[src/rtl/srt4_iter_ctrl.sv]
// rtl/srt4_iter_ctrl.sv - sequential radix-4 SRT unsigned divider, drives an external digit-selection table
// Define SRT4_REM_EN to add the registered remainder output.
module srt4_iter_ctrl #(
  parameter int WIDTH = 8
) (
  input  logic             clk,
  input  logic             rst,
  input  logic             in_valid,
  output logic             in_ready,
  input  logic [WIDTH-1:0] dividend,
  input  logic [WIDTH-1:0] divisor,
  output logic [5:0]       qs_rem,
  output logic [3:0]       qs_d,
  input  logic [1:0]       qs_q,
  input  logic             qs_neg,
  output logic             out_valid,
  input  logic             out_ready,
  output logic [WIDTH-1:0] quotient,
`ifdef SRT4_REM_EN
  output logic [WIDTH-1:0] remainder,
`endif
  output logic             dz
);

  localparam int ITER = WIDTH / 2 + 1;
  localparam int RW   = WIDTH + 6;
  localparam int QW   = WIDTH + 2;
  localparam int LZW  = $clog2(WIDTH) + 1;
  localparam int CW   = $clog2(ITER + 1);

  typedef enum logic [2:0] {S_IDLE, S_NORM, S_ITER, S_FIX, S_DONE} state_t;

  state_t               state;
  logic [WIDTH-1:0]     x_r, y_r, d_n, d_n_c, quo_c;
  logic [LZW-1:0]       lz, lz_c;
  logic signed [RW-1:0] r, dd, s, r_next;
  logic [QW-1:0]        q_r, qm_r, q_next, qm_next, qf;
  logic [CW-1:0]        cnt;
  logic [RW-1:0]        r_abs;
  logic [RW+1:0]        r_abs3, dd2;

  // Highest set bit wins, so the last match in the ascending loop gives the count.
  always_comb begin
    lz_c = '0;
    for (int i = 0; i < WIDTH; i++)
      if (y_r[i]) lz_c = LZW'(WIDTH - 1 - i);
  end

  assign d_n_c  = y_r << lz_c;
  assign s      = r <<< 2;
  assign qs_rem = s[WIDTH+4:WIDTH-1];
  assign qs_d   = d_n[WIDTH-1:WIDTH-4];

  // Recurrence step and on-the-fly conversion; unused encodings fall through as digit 0.
  always_comb begin
    r_next  = s;
    q_next  = {q_r[QW-3:0], 2'd0};
    qm_next = {qm_r[QW-3:0], 2'd3};
    case ({qs_neg, qs_q})
      3'b001: begin r_next = s - dd;         q_next = {q_r[QW-3:0], 2'd1};  qm_next = {q_r[QW-3:0], 2'd0};  end
      3'b010: begin r_next = s - (dd <<< 1); q_next = {q_r[QW-3:0], 2'd2};  qm_next = {q_r[QW-3:0], 2'd1};  end
      3'b101: begin r_next = s + dd;         q_next = {qm_r[QW-3:0], 2'd3}; qm_next = {qm_r[QW-3:0], 2'd2}; end
      3'b110: begin r_next = s + (dd <<< 1); q_next = {qm_r[QW-3:0], 2'd2}; qm_next = {qm_r[QW-3:0], 2'd1}; end
      default: ;
    endcase
  end

  assign qf    = r[RW-1] ? qm_r : q_r;
  assign quo_c = WIDTH'(qf >> (LZW'(WIDTH) - lz));

`ifdef SRT4_REM_EN
  logic [WIDTH-1:0] prod_lo;
  assign prod_lo = quo_c * y_r;
`endif

  always_ff @(posedge clk or posedge rst) begin
    if (rst) begin
      state     <= S_IDLE;
      x_r       <= '0;
      y_r       <= '0;
      d_n       <= '0;
      lz        <= '0;
      r         <= '0;
      dd        <= '0;
      q_r       <= '0;
      qm_r      <= '0;
      cnt       <= '0;
      quotient  <= '0;
      dz        <= 1'b0;
      in_ready  <= 1'b1;
      out_valid <= 1'b0;
`ifdef SRT4_REM_EN
      remainder <= '0;
`endif
    end else begin
      case (state)
        S_IDLE: if (in_valid) begin
          x_r      <= dividend;
          y_r      <= divisor;
          in_ready <= 1'b0;
          state    <= S_NORM;
        end
        S_NORM: begin
          lz   <= lz_c;
          d_n  <= d_n_c;
          dd   <= {4'b0000, d_n_c, 2'b00};
          r    <= {6'b000000, x_r};
          q_r  <= '0;
          qm_r <= '0;
          cnt  <= '0;
          if (y_r == '0) begin
            quotient  <= '1;
            dz        <= 1'b1;
            out_valid <= 1'b1;
`ifdef SRT4_REM_EN
            remainder <= x_r;
`endif
            state     <= S_DONE;
          end else begin
            state <= S_ITER;
          end
        end
        S_ITER: begin
          r    <= r_next;
          q_r  <= q_next;
          qm_r <= qm_next;
          cnt  <= cnt + 1'b1;
          if (cnt == CW'(ITER - 1)) state <= S_FIX;
        end
        S_FIX: begin
          quotient  <= quo_c;
          dz        <= 1'b0;
          out_valid <= 1'b1;
`ifdef SRT4_REM_EN
          remainder <= x_r - prod_lo;
`endif
          state     <= S_DONE;
        end
        S_DONE: if (out_ready) begin
          out_valid <= 1'b0;
          in_ready  <= 1'b1;
          state     <= S_IDLE;
        end
        default: state <= S_IDLE;
      endcase
    end
  end

  // Convergence bound: 3|R| <= 2D whenever R holds a live partial remainder.
  assign r_abs  = r[RW-1] ? -r : r;
  assign r_abs3 = {2'b00, r_abs} + {1'b0, r_abs, 1'b0};
  assign dd2    = {1'b0, dd, 1'b0};

  assert property (@(posedge clk) disable iff (rst)
    (state == S_ITER || state == S_FIX) |-> (r_abs3 <= dd2));

endmodule

[config.mk]
export PLATFORM = sky130hd
export DESIGN_NAME = srt4_iter_ctrl
export DESIGN_NICKNAME = d
export VERILOG_FILES = /design/src/rtl/srt4_iter_ctrl.sv
export SDC_FILE = /design/constraint.sdc
export NUM_CORES = 1
export LEC_CHECK = 0
export BUFFER_PORTS_ARGS = -buffer_cell sky130_fd_sc_hd__buf_2
export CORE_MARGIN = 3
export CORE_UTILIZATION = 61
export DETAILED_ROUTE_END_ITERATION = 7
export PLACE_DENSITY_LB_ADDON = 0.05
export SLEW_MARGIN = 5
export SYNTH_ARGS = -nofsm -noshare
export SYNTH_HDL_FRONTEND = slang
export SYNTH_SLANG_ARGS = --single-unit
export TNS_END_PERCENT = 10
[constraint.sdc]
create_clock -name clk -period 4.4 [get_ports clk]
set_input_delay 0.22 -clock clk [delete_from_list [all_inputs] [get_ports clk]]
set_output_delay 0.22 -clock clk [all_outputs]
set_load 0.05 [all_outputs]
Word level (Yosys, flattened, before mapping):

Index checks and enable logic that the tools add are counted.

* add/subtract/negate cells: 6
* equality and inequality tests: 13
* shift-type cells: 2
* muxes and demuxes: 30
* reductions and logical operators: 11

Operator list (number)
* $pmux W10 S4: 2
* $pmux W14 S4: 1
* $pmux W10 S2: 2
* $pmux W14 S2: 1
* $mux W3: 8
* $mux W4: 4
* $pmux W8 S2: 1
* $pmux W3 S5: 1
* $add A14 B11 Y14: 1
* $add A14 B12 Y14: 1
* $sub A14 B11 Y14: 1
* $sub A14 B12 Y14: 1
* $eq A3 B3 Y1 const B: 4
* $mux W10: 1
* $shr A10 B4 Y8: 1
* $eq A3 B2 Y1 const B: 3
* $reduce_and A3 Y1: 3
* $logic_not A8 Y1: 1
* $mux W8: 1
* $ne A2 B2 Y1 const B: 4
* $shl A8 B4 Y8: 1
* $eq A3 B1 Y1 const B: 2
* $pmux W3 S2: 1
* $reduce_bool A2 Y1: 3
* 8 further kinds: 13

* bits in registers: 79
* input bits: 23
* output and inout bits: 21

Longest topological paths before layout:

Gate-level depths: netlist (run 1).

* word-level depth: 9
* gate-level depth with buffers: 14
* depth with buffers taken out: 14

Worst setup path before layout (run 1):

Ideal clock, no wire load.

* path type: register to register
* start point: register dd[2]
* end point: register r[13]
* setup time: 124 ps
* arrival time: 3152 ps
* required time: 4276 ps
* setup slack: 1124 ps
* cell stages (with the launch flop): 14
* cells stage by stage: dfrtp_1 inv_1 ha_1 or4b_4 o21ai_0 xnor2_1 ha_1 a21oi_1 a21bo_2 a21oi_2 or4_1 a21oi_1 xnor2_1 a211o_1

* cells in the longest elaborated chain, start to end: 3

RTL lines
* from (decl): line 36 `logic signed [RW-1:0] r, dd, s, r_next;`
* from (signal assigned): line 106 `dd <= {4'b0000, d_n_c, 2'b00};`
* $add A14 B12 Y14 (tied with other cells): line 63 `3'b110: begin r_next = s + (dd <<< 1); q_next = {qm_r[QW-3:0], 2'd2}; qm_next = {qm_r[QW-3:0], 2'd1}; end`
* $pmux W14 S4 *: line 59 `case ({qs_neg, qs_q})`
* $pmux W14 S2 *: line 96 `case (state)`
* to (signal assigned): line 107 `r <= {6'b000000, x_r};`
* to (signal assigned): line 124 `r <= r_next;`
* to (decl): line 36

Every way passes the cells marked *; elsewhere a longest branch is shown, timed or not.
A chain may end at the register's enable or synchronous reset.

Worst setup path in the final report (run 1):

Ends and elaborated chain as after synthesis.

==> results of run 1 <==
==> flip-flops by register name, summed over array words and instances (netlist names), 8 cells and up <==
signal,count
r,13
q_r,10
qm_r,10
dd,8
quotient,8
x_r,8
y_r,8
==> cell usage after synthesis (5+ instances only) <==
| cell type | number |
|---|---|
| mux2i_1 | 31 |
| nand3_1 | 5 |
| xor2_1 | 16 |
| inv_1 | 15 |
| dfrtp_1 | 76 |
| o22ai_1 | 8 |
| o21a_1 | 7 |
| nor2_1 | 47 |
| buf_4 | 11 |
| clkbuf_1 | 17 |
| nand2_1 | 53 |
| o21ai_0 | 53 |
| xnor2_1 | 11 |
| ha_1 | 28 |
| buf_2 | 11 |
| a21oi_1 | 32 |
| nor2b_1 | 5 |
| nor3_1 | 11 |
| mux4_2 | 9 |
| nand2b_1 | 7 |
| o211ai_1 | 8 |
| mux2_2 | 19 |
| a211oi_1 | 8 |
| a21o_1 | 5 |
==> through the flow <==
stage | util (%) | hold WS (ns) | cell area (µm²) | cells
floorplan | - | 0.337 | 5330 | 565
global placement | 65.9 | 0.423 | 5500 | 676
detailed placement | 65.9 | 0.429 | 5500 | 676
CTS | 68.1 | 0.0437 | 5680 | 692
global route | 68.1 | 0.0530 | 5680 | 692
finish | 68.1 | 0.0467 | 5680 | 692
==> cells by family (layout without fill, tap and decap cells) <==
group           after synthesis  after routing
xor+xnor                     27             27
compound gates              161            161
flops                        77             77
fa+ha+maj                    30             30
simple gates                155            155
mux                          59             59
buf+inv                      56             78
==> layout make-up <==
cell class              count  area [µm²]  area share [%]
well taps                 105         131            2.31
repair buffers             47         245            4.32
inverters                  15        56.3           0.992
clock inverters             7        57.6            1.01
clock buffers               9         124            2.18
flip-flops and latches     77        1930            34.0
multi-input cells         432        3140            55.2
==> worst reg2reg max path, stage by stage (launching register included) <==
cell	delay (ns)
dfrtp_1	0.45
inv_1	0.10
ha_1	0.24
or4b_4	0.51
o21ai_0	0.23
xnor2_1	0.18
ha_1	0.29
a21oi_1	0.31
a21bo_2	0.21
a21oi_2	0.05
or4_1	0.41
a21oi_1	0.17
xnor2_1	0.09
a211o_1	0.28
==> per-layer routing <==
metal | up-vias | part of all wire [%] | wire length (µm) | GRT usage [%]
met4 | 0 | 2.2 | 274 | 10.1
met2 | 136 | 49 | 6060 | 42.6
met5 | - | 0 | 0 | 0
li1 | 2079 | - | - | -
met3 | 20 | 4.1 | 513 | 3.09
met1 | 2142 | 45 | 5570 | 35.1
==> worst paths after layout <==
path / from / endpoint / slack [ns] / cells past startpoint
min: divisor[4] / y_r[4] / 0.05 / 3
max in group asynchronous: rst / x_r[5] / 3.35 / 3
min reg2reg: dz / dz / 0.49 / 1
max reg2reg: dd[2] / r[13] / 0.77 / 13
max: dd[2] / r[13] / 0.77 / 13
min in group asynchronous: rst / dd[8] / 0.07 / 2
==> impl_metrics.py, run 1 <==
metrics = {
    "setup_path": {
        "cp-end-kind": "flip-flop",
        "critPathRequiredTime_ns": 4.65,
        "start_kind": "flip-flop",
        "cp.arrival_ns": 3.88,
        "cp.buffers_inverters": 1,
        "cp_top_family": "compound AO/OA/AOI/OAI gates",
        "crit_slowest_cell": "or4b_4",
        "crit_fanout": 5,
        "cpPeakStageDelay_ns": 0.51,
        "path_cells": "inv_1 > ha_1 > or4b_4 > o21ai_0 > xnor2_1 > ha_1 > a21oi_1 > a21bo_2 > a21oi_2 > or4_1 > a21oi_1 > xnor2_1 > a211o_1",
        "critical_path_class": "flip-flop to flip-flop",
    },
    "global_routing": {
        "grtUsageTotal_pct": 25.9,
        "grt_pass1_wl_um": 20400,
        "grt-ovfl-total": 0,
        "grt_max_degree": 47,
        "grt_antenna_before_repair": 0,
        "grt_pass1_vias": 4130,
    },
    "place": {
        "preCtsSetupSlack_ns": 0.873,
        "port_buffers": 43,
        "dp_hpwl_um": 9000,
        "finalWeightedCongestion": 0.958,
    },
    "synthesis": {
        "synth_area_per_cell_um2": 9.43,
        "synth_top_family_by_area": "compound AO/OA/AOI/OAI gates",
        "syn_inst": 565,
        "synth_nets": 618,
        "synthXorXnorAreaFrac_pct": 4.44,
        "yosysSeqAreaShare_pct": 36.2,
        "synth-seq-cells": 77,
        "synth_cell_types": 67,
        "synth_ff_type": "dfrtp_1",
        "synth_fa_ha_area_share_pct": 7.33,
        "yosys_warnings": 0,
        "synth_top_area_share_pct": 35.7,
        "async_reset_ff_share_pct": 100,
        "synth.area.mux_share_pct": 13.6,
        "synthSimpleGateAreaFrac_pct": 14.2,
        "synth_area_mm2": 0.00533,
        "synth_top_area_cell": "dfrtp_1",
        "synth_compound_area_share_pct": 19.2,
        "synth_area_leaders": "dfrtp_1 (36%), ha_1 (6.6%), mux2i_1 (5.8%)",
        "synth_enable_flop_cells": 0,
    },
    "routing": {
        "wl_per_cell_um": 17.9,
        "wl_um": 12400,
        "drt-pass1-iter-count": 5,
        "ant_nets": 0,
        "drc_errors": 0,
        "vias": 4377,
        "viasPerCell": 6.33,
        "drt_iter0_drc": 234,
    },
    "clock_tree": {
        "clkTransAtPathRegs_ns": 0.10,
        "cts_buffers": 9,
        "cts.sinks": 77,
        "cts_tree": "built",
        "clock-root-buffer": "clkbuf_8",
        "postCtsSetupBuffers": 0,
        "ctsHoldBuffers": 0,
        "clock_latency_ns": 0.37,
        "htreeDepth": 3,
        "clockBufferDepth": 2,
        "cts-resized-gates": 0,
    },
    "timing": {
        "hold_violations": 0,
        "fin_skew_ns": 0.0154,
        "setup_viol": 0,
        "period_share_pct": 82.5,
        "worstMarginPinSlew_ns": 0.984,
        "rsz0062_at_grt": "false",
        "tns_ns": 0,
        "fmax_mhz": 276,
        "slew_viol_final": 0,
        "max_slew_margin_pct": 34.3,
        "worst_slack_ns": 0.771,
        "period_needed_ns": 3.63,
    },
    "die": {
        "die_h_um": 99.4,
        "coreArea_mm2": 0.00834,
        "die_w_um": 99.4,
        "io_pins": 44,
        "die_area_mm2": 0.00989,
        "initial_utilization_pct": 63.9,
        "num_rows": 33,
    },
    "cells_and_area": {
        "fillers": 680,
        "final_common_cell": "dfrtp_1",
        "area_delta_synth_final_pct": 6.60,
        "drive_above_1_share_pct": 19.1,
        "final_cell_mix": "dfrtp_1 (76), o21ai_0 (53), nand2_1 (53)",
        "nNetsFinal": 635,
        "n_antenna_cell": 0,
    },
    "min_path": {
        "hold_class": "input port to flip-flop",
    },
    "flow_run": {
        "cap_violations": 0,
    },
    "status": {
        "status": "completed",
    },
}
Power of run 1 is left out: the tool's default activity adds up to more than one toggle a clock period on the data nets, which glitch-free logic cannot reach.
==> inputs of run 2 (changes only) <==
--- a/config.mk
+++ b/config.mk
@@ -5,6 +5,7 @@
 export SDC_FILE = /design/constraint.sdc
 export NUM_CORES = 1
 export LEC_CHECK = 0
+export ABC_AREA = 1
 export BUFFER_PORTS_ARGS = -buffer_cell sky130_fd_sc_hd__buf_2
 export CORE_MARGIN = 3
 export CORE_UTILIZATION = 61
==> constraint.sdc (replaced) <==
create_clock -name clk -period 3.6 [get_ports clk]
set_input_delay 0.18 -clock clk [delete_from_list [all_inputs] [get_ports clk]]
set_output_delay 0.18 -clock clk [all_outputs]
set_load 0.05 [all_outputs]
==> run 2 against run 1 <==
Net effect:
- sequential share of layout area is 0.53 points lower
- wire length is 8.8% higher
- register-to-register slack worse by 0.08 ns
- clock skew is 0.00066 ns lower
- count of clock-buffer cells in the layout is 1 higher
- non-clock buffer count is 1 higher
- critical path depth is 5 higher
- via count is 17% higher
- first-iteration DRC count is 64% higher
- synthesized cell count is 35% higher
- area after synthesis is 0.99% higher
- critical path type unchanged
==> impl_metrics.py, run 2 <==
metrics = {
    "status": {
        "status": "completed",
    },
    "place": {
        "finalWeightedCongestion": 0.960,
        "place_inst": 888,
        "port_buffers": 43,
        "dp_hpwl_um": 10100,
    },
    "cells_and_area": {
        "multiInputGateArea_mm2": 0.00291,
        "drive_above_1_share_pct": 11.3,
        "final_cells": 904,
        "top_regs": "r (13), q_r (10), qm_r (10)",
        "regArea_mm2": 0.00193,
        "largest_reg_flops": 13,
        "area_delta_synth_final_pct": 7.23,
        "utilization_pct": 68.8,
        "fillers": 739,
        "nNetsFinal": 848,
        "regMostFlops": "r",
        "final_cell_mix": "nand2_1 (220), o21ai_0 (90), inv_1 (87)",
        "final_common_cell": "nand2_1",
        "n_antenna_cell": 0,
    },
    "synthesis": {
        "yosysMostFrequentCell": "nand2_1",
        "synth_common_cells": "nand2_1 (220), o21ai_0 (90), inv_1 (88), dfrtp_1 (76), nand3_1 (58)",
        "synth_ff_type": "dfrtp_1",
        "synth_enable_flop_cells": 0,
        "yosysSeqAreaShare_pct": 35.8,
        "synth_area_leaders": "dfrtp_1 (35%), nand2_1 (15%), o21ai_0 (8.4%)",
        "synth_top_area_cell": "dfrtp_1",
        "synth-seq-cells": 77,
        "yosys_warnings": 0,
        "synth_top_area_share_pct": 35.4,
        "synth_nets": 816,
        "synth_area_mm2": 0.00538,
        "synth_area_per_cell_um2": 7.05,
        "async_reset_ff_share_pct": 100,
        "synth_cell_types": 40,
        "syn_inst": 763,
    },
    "die": {
        "io_pins": 44,
        "coreArea_mm2": 0.00838,
        "die_w_um": 99.9,
        "num_rows": 33,
        "die_h_um": 99.9,
        "die_area_mm2": 0.00998,
        "initial_utilization_pct": 64.2,
    },
    "global_routing": {
        "grt-ovfl-total": 0,
        "grt_pass1_vias": 4783,
        "grtUsageTotal_pct": 28.0,
        "grt_pass1_wl_um": 22700,
        "grt_max_degree": 49,
        "grt_antenna_before_repair": 0,
    },
    "clock_tree": {
        "htreeDepth": 3,
        "cts-resized-gates": 0,
        "postCtsSetupBuffers": 0,
        "clock-root-buffer": "clkbuf_8",
        "clock_latency_ns": 0.34,
        "clockBufferDepth": 2,
        "cts.sinks": 77,
        "cts_tree": "built",
        "clkTransAtPathRegs_ns": 0.09,
        "cts_buffers": 9,
    },
    "timing": {
        "period_share_pct": 80.9,
        "hold_violations": 0,
        "slew_viol_final": 0,
        "max_slew_margin_pct": 43.2,
        "rsz0062_at_grt": "false",
        "fin_skew_ns": 0.0147,
        "fmax_mhz": 344,
        "setup_viol": 0,
        "tns_ns": 0,
        "period_needed_ns": 2.91,
        "worstMarginPinSlew_ns": 0.853,
    },
    "routing": {
        "viasPerCell": 5.68,
        "drt-pass1-iter-count": 6,
        "vias": 5136,
        "wl_per_cell_um": 14.9,
        "wl_um": 13500,
        "ant_nets": 0,
        "drc_errors": 0,
        "drt_iter0_drc": 384,
    },
    "setup_path": {
        "r2r_start": "dd[2]",
        "cp-end-kind": "flip-flop",
        "crit_slowest_cell": "dfrtp_1",
        "critical_path_class": "flip-flop to flip-flop",
        "cp_top_family": "simple AND/OR/NAND/NOR gates",
        "setup.worst_path.start": "dd[2]",
        "reg2regPathDepth": 18,
        "crit_fanout": 4,
        "critPathRequiredTime_ns": 3.88,
        "cp.depth": 18,
        "cp.arrival_ns": 3.19,
        "start_kind": "flip-flop",
        "path_cells": "inv_1 > ha_1 > nand2_1 > nor2_1 > inv_1 > o21ai_0 > nand2_1 > o21ai_0 > ha_1 > nand2_1 > nor2_1 > nand2_1 > nand3_1 > inv_1 > or2_2 > nand3_1 > o211ai_1 > nand2_1",
        "cpPeakStageDelay_ns": 0.44,
        "cp.buffers_inverters": 3,
        "crit_top_cell": "nand2_1",
    },
    "min_path": {
        "worstHoldStart": "divisor[0]",
        "whs_path_depth": 3,
        "hold_class": "input port to flip-flop",
    },
    "flow_run": {
        "cap_violations": 0,
    },
}
[run 2: what timing repair did]
action | 4_1_cts | 5_1_grt
setup endpoints to repair | 0 | 0
hold buffers | 1 | 0
endpoints found under the hold margin | 13 | 0
[run 2: final timing paths]
path	to	slack [ns]
hold reg to reg	dz	0.48
min in group asynchronous	out_valid	0.53
setup / recovery	r[9]	0.69
max in group asynchronous	in_ready	2.14
setup reg to reg	r[9]	0.69
hold / removal	y_r[0]	0.03
[run 2: metrics by stage]
stage / hold slack (ns) / instance area (µm²) / worst slack, ns
after floorplan: 0.287 / 5380 / 1.14
after global placement: 0.350 / 5590 / 0.804
after detailed placement: 0.364 / 5590 / 0.709
after CTS: 0.0313 / 5770 / 0.679
after global routing: 0.0287 / 5770 / 0.287
final: 0.0315 / 5770 / 0.689
[run 2: cells by family after synthesis]
family	share of synthesized area, %
AOI/OAI and AO/OA	18.1
buffers and inverters	10.0
DFF	35.8
and+or+nand+nor	27.1
adders and majority gates	7.26
muxes	0.930
xor gates and xnor gates	0.814
[run 2: worst register-to-register path: cells and delay by family, from the launching register on]
| kind | cells | cell delay (ns) |
|---|---|---|
| AO/OA/AOI/OAI | 3 | 0.50 |
| AND/OR/NAND/NOR | 10 | 1.20 |
| buffers and inverters | 3 | 0.28 |
| adder cells (fa/ha/maj) | 2 | 0.43 |
| flip-flops | 1 | 0.44 |
[run 2: routing by layer]
layer  global-route usage [%]  vias to the layer above  wire (µm)
li1                         -                     2584          -
met1                     40.0                     2367       6410
met2                     45.0                      172       6220
met3                     4.31                       13        751
met4                     6.51                        0        125
met5                        0                        -          0
[run 2: cell type report]
type,instances,area share (%)
tap,105,2.28
clock buffer,10,2.21
clock inverter,5,0.629
inverter,100,6.53
multi-input combinational,559,50.5
timing repair buffer,48,4.43
sequential,77,33.4
Power of run 2 is left out for the same reason.
